===== src/rtl/state_monitor_scheduler.sv =====
`default_nettype none
// ============================================================================
// Module      : state_monitor_scheduler
// Description : Shares one programmable hold-off timer across NUM_CH monitored
//               lines. Level changes are synchronised, edge-detected and held
//               as pending requests; a round-robin arbiter hands the timer to
//               one channel at a time. When the hold-off expires the granted
//               line is re-sampled and its settled level is reported on a
//               valid/ready event port.
// Options     : STATE_MON_OVERRUN_EN adds the 'overrun' output, which flags
//               transitions merged into an already-pending request.
// Revision    : 1.0 - initial release
// ============================================================================
module state_monitor_scheduler #(
    parameter int NUM_CH = 8,
    parameter int CNT_W  = 18,
    parameter int SCALE  = 10000
) (
    input  logic              clk,
    input  logic              reset,
    input  logic [NUM_CH-1:0] mon_in,
    input  logic [3:0]        delay_sel,
    input  logic              enable,
    output logic              evt_valid,
    input  logic              evt_ready,
    output logic [2:0]        evt_ch,
    output logic              evt_level,
    output logic [NUM_CH-1:0] stable_out,
    output logic              busy,
    output logic [NUM_CH-1:0] pending_out
`ifdef STATE_MON_OVERRUN_EN
    ,
    output logic [NUM_CH-1:0] overrun
`endif
);

    localparam logic [1:0] c_ST_IDLE   = 2'd0;
    localparam logic [1:0] c_ST_HOLD   = 2'd1;
    localparam logic [1:0] c_ST_REPORT = 2'd2;

    // Arbitration starts from channel 0 after reset.
    localparam logic [2:0] c_LAST_RST  = 3'(NUM_CH - 1);

    logic [NUM_CH-1:0] sync1_q;
    logic [NUM_CH-1:0] sync2_q;
    logic [NUM_CH-1:0] prev_q;
    logic [NUM_CH-1:0] change;

    logic [1:0]        state_q,      state_d;
    logic [CNT_W-1:0]  timer_q,      timer_d;
    logic [NUM_CH-1:0] pending_q,    pending_d;
    logic [NUM_CH-1:0] stable_q,     stable_d;
    logic              evt_valid_q,  evt_valid_d;
    logic [2:0]        evt_ch_q,     evt_ch_d;
    logic              evt_level_q,  evt_level_d;
    logic [2:0]        last_grant_q, last_grant_d;

    logic [2:0]        winner;
    logic [2:0]        cand;
    logic              found;
    logic [NUM_CH-1:0] grant_clr;
    logic [CNT_W-1:0]  timer_load;
    logic              report_accept;

    // Two-flop synchroniser plus a delayed copy for edge detection.
    always_ff @(posedge clk or posedge reset) begin
        if (reset) begin
            sync1_q <= '0;
            sync2_q <= '0;
            prev_q  <= '0;
        end else begin
            sync1_q <= mon_in;
            sync2_q <= sync1_q;
            prev_q  <= sync2_q;
        end
    end

    assign change        = sync2_q ^ prev_q;
    assign timer_load    = CNT_W'(32'(delay_sel) * 32'(SCALE));
    assign report_accept = evt_valid_q & evt_ready;

    // Round-robin search: first pending bit above last_grant, wrapping.
    always_comb begin
        winner = last_grant_q;
        found  = 1'b0;
        cand   = '0;
        for (int k = 1; k <= NUM_CH; k++) begin
            cand = 3'((int'(last_grant_q) + k) % NUM_CH);
            if (!found && pending_q[cand]) begin
                winner = cand;
                found  = 1'b1;
            end
        end
    end

    // Scheduler FSM: grant in IDLE, count down in HOLD, handshake in REPORT.
    always_comb begin
        state_d      = state_q;
        timer_d      = timer_q;
        stable_d     = stable_q;
        evt_valid_d  = evt_valid_q;
        evt_ch_d     = evt_ch_q;
        evt_level_d  = evt_level_q;
        last_grant_d = last_grant_q;
        grant_clr    = '0;
        case (state_q)
            c_ST_IDLE: begin
                if (enable && (|pending_q)) begin
                    state_d      = c_ST_HOLD;
                    evt_ch_d     = winner;
                    last_grant_d = winner;
                    timer_d      = timer_load;
                    grant_clr    = NUM_CH'(1) << winner;
                end
            end
            c_ST_HOLD: begin
                if (timer_q != '0) begin
                    timer_d = timer_q - CNT_W'(1);
                end else begin
                    evt_level_d        = sync2_q[evt_ch_q];
                    stable_d[evt_ch_q] = sync2_q[evt_ch_q];
                    evt_valid_d        = 1'b1;
                    state_d            = c_ST_REPORT;
                end
            end
            c_ST_REPORT: begin
                if (report_accept) begin
                    evt_valid_d = 1'b0;
                    state_d     = c_ST_IDLE;
                end
            end
            default: begin
                state_d = c_ST_IDLE;
            end
        endcase
    end

    // A new edge always re-arms pending, even on the cycle it is granted.
    always_comb begin
        pending_d = (pending_q & ~grant_clr) | change;
    end

    // Scheduler state registers.
    always_ff @(posedge clk or posedge reset) begin
        if (reset) begin
            state_q      <= c_ST_IDLE;
            timer_q      <= '0;
            pending_q    <= '0;
            stable_q     <= '0;
            evt_valid_q  <= 1'b0;
            evt_ch_q     <= '0;
            evt_level_q  <= 1'b0;
            last_grant_q <= c_LAST_RST;
        end else begin
            state_q      <= state_d;
            timer_q      <= timer_d;
            pending_q    <= pending_d;
            stable_q     <= stable_d;
            evt_valid_q  <= evt_valid_d;
            evt_ch_q     <= evt_ch_d;
            evt_level_q  <= evt_level_d;
            last_grant_q <= last_grant_d;
        end
    end

`ifdef STATE_MON_OVERRUN_EN
    logic [NUM_CH-1:0] overrun_q, overrun_d;
    logic [NUM_CH-1:0] accept_clr;

    // A second edge on an ungranted pending channel means a lost transition;
    // the flag is released by the accepted report for that channel.
    always_comb begin
        accept_clr = report_accept ? (NUM_CH'(1) << evt_ch_q) : '0;
        overrun_d  = (overrun_q & ~accept_clr) | (change & pending_q & ~grant_clr);
    end

    // Overrun flag registers.
    always_ff @(posedge clk or posedge reset) begin
        if (reset) begin
            overrun_q <= '0;
        end else begin
            overrun_q <= overrun_d;
        end
    end

    assign overrun = overrun_q;
`endif

    assign evt_valid   = evt_valid_q;
    assign evt_ch      = evt_ch_q;
    assign evt_level   = evt_level_q;
    assign stable_out  = stable_q;
    assign busy        = (state_q == c_ST_HOLD) || (state_q == c_ST_REPORT);
    assign pending_out = pending_q;

endmodule
`default_nettype wire

===== config.mk =====
export PLATFORM = sky130hd
export DESIGN_NAME = state_monitor_scheduler
export DESIGN_NICKNAME = d
export VERILOG_FILES = /design/src/rtl/state_monitor_scheduler.sv
export SDC_FILE = /design/constraint.sdc
export NUM_CORES = 1
export LEC_CHECK = 0
export ABC_AREA = 1
export BUFFER_PORTS_ARGS = -buffer_cell sky130_fd_sc_hd__buf_2
export CAP_MARGIN = 30
export CORE_ASPECT_RATIO = 1.4
export CORE_MARGIN = 2
export CORE_UTILIZATION = 50
export DETAILED_ROUTE_END_ITERATION = 12
export GPL_TIMING_DRIVEN = 0
export HOLD_SLACK_MARGIN = 0.02
export PLACE_DENSITY = 0.76
export SLEW_MARGIN = 10
export SYNTH_ARGS = -nofsm -noshare
export SYNTH_HDL_FRONTEND = slang
export SYNTH_SLANG_ARGS = --single-unit

===== constraint.sdc =====
create_clock -name clk -period 2.75 [get_ports clk]
set_clock_uncertainty 0.1 [all_clocks]
set_input_delay 0.275 -clock clk [delete_from_list [all_inputs] [get_ports clk]]
set_output_delay 0.275 -clock clk [all_outputs]
set_load 0.1 [all_outputs]

Word level (Yosys, flattened, before mapping) --
Index checks and enable logic that the tools add are counted.
Storage, ports and cells: RAM bits 0, latch bits 0, memories 0, register bits 68, output and inout bits 22, bits in read-only memories 0, bits of input ports 16, logic and storage cells 119
Operators by class: shifts and indexed selects 1, bitwise gates (word level) 6, muxes and demuxes 48, magnitude comparators 10, multiply operators 1, divide/modulo/power cells 0, reduce and logical (&&, ||, !) cells 27, add/subtract/negate cells 9, eq/ne operators 6
Operator list (number):
- less-than comparator 3 x 4 -> 1 bit, second input constant | 9
- two-way mux 18 bit | 2
- one-hot mux 18 bit (2 select lines) | 1
- binary-select mux 1 bit (select 3 bit) | 9
- two-way mux 3 bit | 8
- two-way mux 1 bit | 19
- nonzero test 18 bit | 1
- subtractor 18 x 1 -> 18 bit, second input constant | 1
- two-way mux 8 bit | 2
- multiplier 4 x 10 -> 14 bit, second input constant | 1
- adder 3 bit, second input constant | 4
- logical AND 1 bit | 9
- AND reduction 3 bit | 3
- AND 8 bit | 1
- bitwise mux 8 bit | 1
- != test 2 bit, second input constant | 4
- inverter 8 bit | 1
- bitwise OR 8 bit | 1
- OR reduction 8 bit | 1
- << shifter 1 x 3 -> 8 bit, first input constant | 1
- bitwise XOR 8 bit | 1
- logical NOT 1 bit | 7
- adder 3 x 1 -> 3 bit, second input constant | 2
- adder 3 x 2 -> 3 bit, second input constant | 2
- 13 further kinds | 17

Logic depth before layout (Yosys ltp) --
Gate-level depths: netlist of the first run.
depth after elaboration 31, mapped depth 22, depth with buffers taken out 20

Worst setup path before layout of the first run --
Ideal clock, no wire load.
path kind reg-to-reg, from register last_grant_q[1], to register pending_q[1], in the netlist pending_out[1], data arrival time 2.539 ns, library setup time 0.123 ns, clock period less this slack 2.761 ns, buffers on the path 2, cell stages (with the launch flop) 19, path slack -0.011 ns, required time 2.527 ns, path through dfstp_2 -> buf_2 -> inv_2 -> ha_1 -> buf_2 -> inv_2 -> nand3_1 -> nand3_1 -> nand2_2 -> inv_2 -> nand3_2 -> nor2_4 -> nand4_4 -> inv_2 -> nand2_1 -> a21oi_2 -> nand2_1 -> nand2_1 -> nand2_1
Between the ends: cells in the longest elaborated chain, start to end 31, elaborated cells on any way between the ends 59, those cells by class add/sub (8); shift (1); mux (33); bitwise (3); reduce/logical (14)
Ends and longest elaborated chain:
- from (decl) | RTL line 56 | logic [2:0] last_grant_q, last_grant_d;
- from (signal assigned) | RTL line 153 | last_grant_q <= c_LAST_RST;
- from (signal assigned) | RTL line 162 | last_grant_q <= last_grant_d;
- adder 3 x 1 -> 3 bit | RTL line 88 | cand = 3'((int'(last_grant_q) + k) % NUM_CH);
- binary-select mux 1 bit (select 3 bit) | RTL line 89 | if (!found && pending_q[cand]) begin
- two-way mux 1 bit (not written as such) | RTL line 89
- two-way mux 1 bit | RTL line 89
- logical NOT 1 bit | RTL line 89
- logical AND 1 bit | RTL line 89
- two-way mux 1 bit | RTL line 89
- logical NOT 1 bit | RTL line 89
- [16 not listed]
- two-way mux 3 bit (*) | RTL line 89
- << shifter 1 x 3 -> 8 bit (*) | RTL line 113 | grant_clr = NUM_CH'(1) << winner;
- two-way mux 8 bit (*) | RTL line 108 | if (enable && (|pending_q)) begin
- two-way mux 8 bit (*) | RTL line 106 | case (state_q)
- inverter 8 bit (*) | RTL line 140 | pending_d = (pending_q & ~grant_clr) | change;
- AND 8 bit (*) | RTL line 140
- bitwise OR 8 bit (*) | RTL line 140
- net pending_d[1] | RTL line 51 | logic [NUM_CH-1:0] pending_q, pending_d;
- to (signal assigned) | RTL line 157 | pending_q <= pending_d;
- to (decl) | RTL line 51
Mark *: on every way through the listed nets, which the timed path passes. The rest lies on a longest branch. The select of a mux whose other input is x is not followed. A chain may end at the register's enable or synchronous reset.

Worst setup path in the final report of the first run --
from register last_grant_q[0], to register pending_q[7], in the netlist pending_out[7]
The elaborated chain is that of the path after synthesis.

==> summary.md, run 1 <==
| Metric | Value |
|---|---|
| Max-cap violations | `0` |
| Post-Syn Nets | `about 580` |
| Arrival time at the worst endpoint | `2.82 ns` |
| R2R Setup Slk | `approximately 0.045 ns` |
| Diodes inserted | `0` |
| Width of the die | `81.4 µm` |
| WL/cell | `15.0 µm` |
| Fillcell total | `645` |
| GPL Wtd Cong | `0.869` |
| CTS Buf Count | `9` |
| Clock sinks | `68` |
| GR met3 Demand/Resource | `0.0531` |
| CTS tree | `built` |
| Fin nets | `649` |
| GRT Resource Usage Total | `0.246` |
| Worst reg2reg path depth | `16` |
| Min-delay worst type | `in2async` |
| Area growth, synth to finish | `26.4%` |
| WP data required | `2.86 ns` |
| RSZ-0062 raised after global routing | `true` |
| H-tree levels | `3` |
| Setup TNS Final | `0 ns` |
| Vias in the first global route | `3865` |
| Synthesized area per cell | `7.77 µm²` |
| Crit Path Max Fanout | `6` |
| Core ar. | `between 0.008 and 0.009 mm²` |
| Residual DRC | `0` |
| Multi-input gate area | `0.00241 mm²` |
| Max Buffers Root-to-Sink | `2` |
| Storage cell area | `0.00171 mm²` |
| Met1 usage | `0.292` |
| TritonRoute pass-1 iters | `5` |
| I/O Buffers | `37` |
| Seq cells post-synth | `between 60 and 70` |
| Busiest grt layer | `met2` |
| Setup Slack @ Placement | `-0.335 ns` |
| IO Pins | `38` |
| Grt met2 use | `0.403` |
| Fmax | `between 300 and 400 MHz` |
| Status | `finished clean` |
| Final setup vio count | `0` |
| Worst slew margin | `0.459` |
| Worst-Skew Late Latency | `between 0.3 and 0.4 ns` |
| Crit. End Element | `flip-flop` |
| Row count | `39` |
| Worst-margin pin slew | `0.811 ns` |
| First-pass GRT wire length | `17.4 mm` |
| HPWL Detailed | `7.22 mm` |
| Reg2reg end | `pending_out[7]` |
| Post-layout min period | `2.71 ns` |
| R2R Path Start | `last_grant_q[0]` |
| Die ar. | `0.00914 mm²` |
| Pin count of the biggest net entering global routing | `69` |
| Clock root buffer | `clkbuf_16` |
| PnR worst setup slack | `0.0448 ns` |
| Sequential fraction of the synthesis area | `0.407` |
| Most frequent cells in the layout | `nand2_1, dfrtp_1, inv_1` |
| Final Hold Slack | `roughly 0.02 ns` |
| Clk pin slew, worst setup/hold paths | `0.05 ns` |
| Initial Utilization | `0.514` |
| Drt total wl | `10.7 mm` |
| Via-per-instance ratio | `around 5.5` |
| Initial DRC count | `192` |
| Fin. Hold Viols | `0` |
| Vert. Die Dim | `approximately 110 µm` |
| Fin crit share | `0.984` |
| GRT Residual Overflow | `0` |
| Layout cells sized above 1 | `0.241` |
| Netlist cell types | `41` |
| Post-synthesis cell area | `0.00419 mm²` |
| Vias | `3948` |
| Initial antenna violation count | `0` |
| Max Slew Vio Count | `0` |
| Most common cell after layout, fill and taps aside | `nand2_1` |
| Routed Antenna Nets | `0` |
| Post-route insts no fill | `717` |
| Critical path class | `reg2reg` |
| Type of origin of the critical path | `flip-flop` |
| Ys Warns | `0` |
| Cells after synthesis | `roughly 540` |
| Placed cell count | `678` |
[cells by family (layout without fill, tap and decap cells)]
family                   count (synthesis)  count (layout)  share of synthesized area
AO/OA/AOI/OAI                           70              70                     0.0935
flip-flops                              68              68                      0.407
adder cells (fa/ha/maj)                 23              23                     0.0741
AND/OR/NAND/NOR                        282             282                      0.311
XOR/XNOR                                18              18                     0.0394
buffers and inverters                   78             154                     0.0749
[through the flow]
step | area (µm²) | utilization
after floorplan | 4190 | -
after global placement | 4510 | 0.553
after detailed placement | 4510 | 0.553
after CTS | 5080 | 0.623
after global routing | 5300 | 0.650
final | 5300 | 0.650
[sequential cells by signal, summed over array words and instances (netlist names), 2 cells and up]
signal,cells
sync1_q,8
last_grant_q,3
state_q,2
evt_ch,3
sync2_q,8
prev_q,8
stable_out,8
pending_out,8
timer_q,18
[metal layers]
| layer | up-vias | share of wire | wire length [µm] |
|---|---|---|---|
| li1 | 1894 | - | - |
| met1 | 1891 | 0.39 | 4150 |
| met2 | 135 | 0.53 | 5730 |
| met3 | 28 | 0.044 | 474 |
| met4 | 0 | 0.036 | 384 |
| met5 | - | 0 | 0 |
[area by class of cell]
class | instances | share of cell area
multi-input combinational | 393 | 0.456
timing repair buffer | 63 | 0.0761
sequential | 68 | 0.322
tap | 102 | 0.0241
inverter | 65 | 0.0503
buffer | 10 | 0.00992
clock inverter | 6 | 0.0165
clock buffer | 10 | 0.0451
[worst max-delay path, stage by stage (launching register included)]
cell and delay (ns):
dfstp_2 0.57, clkinv_4 0.08, ha_4 0.36, inv_8 0.06, nand3_1 0.09, nand2_2 0.08, buf_4 0.14, inv_1 0.05
nand2_1 0.05, o21ai_1 0.16, nand4_4 0.20, inv_4 0.12, nand2_1 0.07, nand2_2 0.13, nand3_2 0.12, o21ai_2 0.14
nand2_1 0.06
[Yosys cell counts]
| cell | instances | area (µm²) |
|---|---|---|
| nor4_1 | 2 | 12.5 |
| nand3_2 | 11 | 110 |
| o21ai_0 | 35 | 175 |
| nand4_4 | 1 | 21.3 |
| nand3b_1 | 3 | 22.5 |
| nand2_2 | 7 | 43.8 |
| nor2_4 | 2 | 22.5 |
| ha_1 | 20 | 250 |
| nor2_2 | 2 | 12.5 |
| xor2_1 | 8 | 70.1 |
| dfrtp_1 | 65 | 1630 |
| o211ai_1 | 2 | 15.0 |
| a21oi_1 | 8 | 40.0 |
| dfstp_2 | 3 | 78.8 |
| buf_4 | 3 | 22.5 |
| nor2_1 | 48 | 180 |
| a21oi_2 | 1 | 8.76 |
| clkbuf_1 | 7 | 26.3 |
| or2_2 | 5 | 31.3 |
| o21bai_1 | 1 | 7.51 |
| o21ai_1 | 7 | 35.0 |
| a31oi_1 | 10 | 62.6 |
| o22ai_1 | 1 | 6.26 |
| inv_2 | 7 | 26.3 |
| or2_1 | 1 | 6.26 |
| o31ai_1 | 1 | 7.51 |
| a221oi_1 | 2 | 17.5 |
| nand4_1 | 5 | 31.3 |
| buf_2 | 2 | 10.0 |
| buf_6 | 1 | 11.3 |
| fa_1 | 3 | 60.1 |
| nor3_2 | 1 | 10.0 |
| nor3_1 | 3 | 15.0 |
| nand3_1 | 48 | 240 |
| nand2_1 | 141 | 529 |
| xnor2_1 | 9 | 78.8 |
| xor2_2 | 1 | 16.3 |
| inv_1 | 58 | 218 |
| o311ai_0 | 1 | 8.76 |
| or4_1 | 2 | 15.0 |
| a22oi_1 | 1 | 7.51 |
[how the worst max path moves through the flow]
stage / from / endpoint / cells after the start
finish: last_grant_q[0] / pending_out[7] / 16
global route: last_grant_q[1] / pending_out[3] / 17
CTS: last_grant_q[0] / pending_out[3] / 18
detailed placement: last_grant_q[1] / pending_out[6] / 18
global placement: last_grant_q[1] / pending_out[3] / 18
floorplan: last_grant_q[1] / pending_out[1] / 18
[what timing repair did]
action	4_1_cts	5_1_grt
buffers inserted	8	11
pin swaps	16	17
endpoints found under the setup margin	14	17
resized for setup	24	46
hold buffers	8	0
hold endpoints to repair	8	0
Power of run 1 is left out: the tool's default activity adds up to more than one toggle a clock period on the data nets, which glitch-free logic cannot reach.
==> inputs of run 2 (changes only) <==
--- a/config.mk
+++ b/config.mk
@@ -10,11 +10,11 @@
 export CAP_MARGIN = 30
 export CORE_ASPECT_RATIO = 1.4
 export CORE_MARGIN = 2
-export CORE_UTILIZATION = 50
+export CORE_UTILIZATION = 54
 export DETAILED_ROUTE_END_ITERATION = 12
-export GPL_TIMING_DRIVEN = 0
+export GPL_TIMING_DRIVEN = 1
 export HOLD_SLACK_MARGIN = 0.02
-export PLACE_DENSITY = 0.76
+export PLACE_DENSITY = 0.8
 export SLEW_MARGIN = 10
 export SYNTH_ARGS = -nofsm -noshare
 export SYNTH_HDL_FRONTEND = slang
==> run 2 against run 1 <==
Against the previous run:
- count of clock-buffer cells in the layout increased by 1
- die area decreased by 7.1%
- the run now ends with negative setup slack left
- sequential share of layout area increased by 0.099 points
- highest routed layer unchanged
- wire length decreased by 3.6%
- sequential cell count unchanged
- hold slack improved by 0.16 ns
- critical path depth increased by 1
- cell area decreased by 0.31%
==> summary.md, run 2 (synthesized netlist as in run 1, its figures left out) <==
| Metric | Value |
|---|---|
| Crit-path leading delay family | `simple AND/OR/NAND/NOR gates` |
| WHS Path Cells | `3` |
| Reg with most FFs | `timer_q` |
| Final Hold Slack | `0.184 ns` |
| Die ar. | `0.00849 mm²` |
| Violated checks | `negative setup slack` |
| Buffers plus inverters on the worst setup path | `3` |
| Worst-margin pin slew | `0.847 ns` |
| R2R Setup Slk | `-0.02 ns` |
| Max Slew Vio Count | `0` |
| Type of origin of the critical path | `flip-flop` |
| Fin crit share | `1.01` |
| Clock root buffer | `clkbuf_8` |
| Drt total wl | `10.3 mm` |
| Clock sinks | `slightly below 70` |
| Vias | `3939` |
| GRT Residual Overflow | `0` |
| RSZ-0062 raised after global routing | `true` |
| Critical path class | `reg2reg` |
| Fillcell total | `604` |
| PnR worst setup slack | `-0.0200 ns` |
| H-tree levels | `3` |
| Pin count of the biggest net entering global routing | `25` |
| Core ar. | `0.00765 mm²` |
| Max-cap violations | `0` |
| Residual DRC | `0` |
| CTS Buf Count | `9` |
| CTS tree | `built` |
| Fmax | `361 MHz` |
| Layout cells sized above 1 | `0.258` |
| Status | `finished with violations` |
| Most common cell after layout, fill and taps aside | `nand2_1` |
| Post-Layout Inst Area | `roughly 0.0053 mm²` |
| Vert. Die Dim | `108 µm` |
| Hold worst-path end | `timer_q[4]` |
| Initial DRC count | `170` |
| Worst slew margin | `0.433` |
| HPWL Detailed | `about 7.4 mm` |
| Final Util | `0.690` |
| Largest stage delay, worst path | `between 0.5 and 0.6 ns` |
| Worst reg2reg path depth | `17` |
| TritonRoute pass-1 iters | `4` |
| Placed cell count | `just under 700` |
| Arrival time at the worst endpoint | `2.91 ns` |
| Fin. Hold Viols | `0` |
| Max reg flops | `18` |
| WL/cell | `14.1 µm` |
| Max Buffers Root-to-Sink | `2` |
| WP data required | `2.89 ns` |
| Initial Utilization | `0.547` |
| Routed Antenna Nets | `0` |
| Post-route insts no fill | `731` |
| Crit. End Element | `flip-flop` |
| IO Pins | `38` |
| Worst-Skew Late Latency | `0.35 ns` |
| Reg2reg end | `pending_out[1]` |
| Clk pin slew, worst setup/hold paths | `roughly 0.07 ns` |
| Row count | `38` |
| First-pass GRT wire length | `16.7 mm` |
| Post-DP Area | `0.00463 mm²` |
| Diodes inserted | `0` |
| R2R Path Start | `last_grant_q[0]` |
| Initial antenna violation count | `0` |
| Final setup vio count | `2` |
| Crit Path Max Fanout | `6` |
| Vias in the first global route | `approximately 3900` |
| GPL Wtd Cong | `0.980` |
| Beginning of the worst hold path | `delay_sel[0]` |
| Area growth, synth to finish | `26.0%` |
| Min-delay worst type | `in2reg` |
| Via-per-instance ratio | `5.39` |
| Fin nets | `665` |
| I/O Buffers | `37` |
| Worst path cell trace | `inv_2, ha_4, inv_6, nand3_4, nand3_2, nand2_4, nor2_4, nand4_1, buf_4, nand3_1, nand3_1, nand3_1, nand2_2, nor2_2, nand2_1, nand2_1, nand2_1` |
| Most frequent cells in the layout | `nand2_1, dfrtp_1, inv_1` |
| GRT Resource Usage Total | `0.247` |
| Slowest CP cell | `dfstp_2` |
| Width of the die | `78.5 µm` |
| Post-layout min period | `2.77 ns` |
## run 2: cell types whose count changed in the layout (fill, tap and decap cells not counted), sizes merged
| cell | before | now |
|---|---|---|
| dlygate4sd3 | 8 | 9 |
| clkbuf | 17 | 12 |
| buf | 58 | 79 |
| inv | 63 | 65 |
| clkinvlp | 0 | 1 |
| clkinv | 6 | 2 |
## run 2: layout make-up
cell class | count | area [µm²] | area share
Timing Repair Buffer | 89 | 638 | 0.121
Clock buffer | 11 | 131 | 0.0249
Inverter | 65 | 251 | 0.0476
Sequential cell | 68 | 1710 | 0.323
Clock inverter | 5 | 77.6 | 0.0147
Multi-Input combinational cell | 393 | 2350 | 0.445
Tap cell | 100 | 125 | 0.0237
## run 2: per-layer routing
layer  vias up  global-route usage  share of wire
met2       100               0.452           0.55
met4         0              0.0977          0.026
met1      1883               0.286           0.38
li1       1929                   -              -
met3        27              0.0417          0.040
met5         -                   0              0
## run 2: tightest hold or removal path: cells and delay by family
kind                   cells  cell delay, ns
AND/OR/NAND/NOR            1            0.09
AO/OA/AOI/OAI              1            0.08
buffers and inverters      1            0.14
## run 2: repair_timing
action                                 4_1_cts  5_1_grt
setup endpoints to repair                    7       26
resized for setup                            1       47
pin swaps                                    0       20
endpoints found under the hold margin       29        0
setup buffers                                0       15
gates cloned                                 0        1
hold buffers                                 9        0
## run 2: how the worst max path moves through the flow
stage	start	end	slack [ns]	cells after the start
3_5_place_dp	delay_sel[1]	timer_q[16]	-0.04	12
2_1_floorplan	last_grant_q[1]	pending_out[1]	0.05	18
4_1_cts	timer_q[0]	timer_q[13]	0.02	14
5_1_grt	last_grant_q[0]	pending_out[1]	-0.12	17
6_report	last_grant_q[0]	pending_out[1]	-0.02	17
3_3_place_gp	last_grant_q[0]	pending_out[4]	0.03	16
## run 2: stage by stage
step,setup TNS (ns),worst slack [ns]
after global placement,0,0.0325
after detailed placement,-0.0728,-0.0361
after floorplan,0,0.0496
after global routing,-0.842,-0.124
after CTS,0,0.0218
final,-0.0372,-0.0200
Power of run 2 is left out for the same reason.
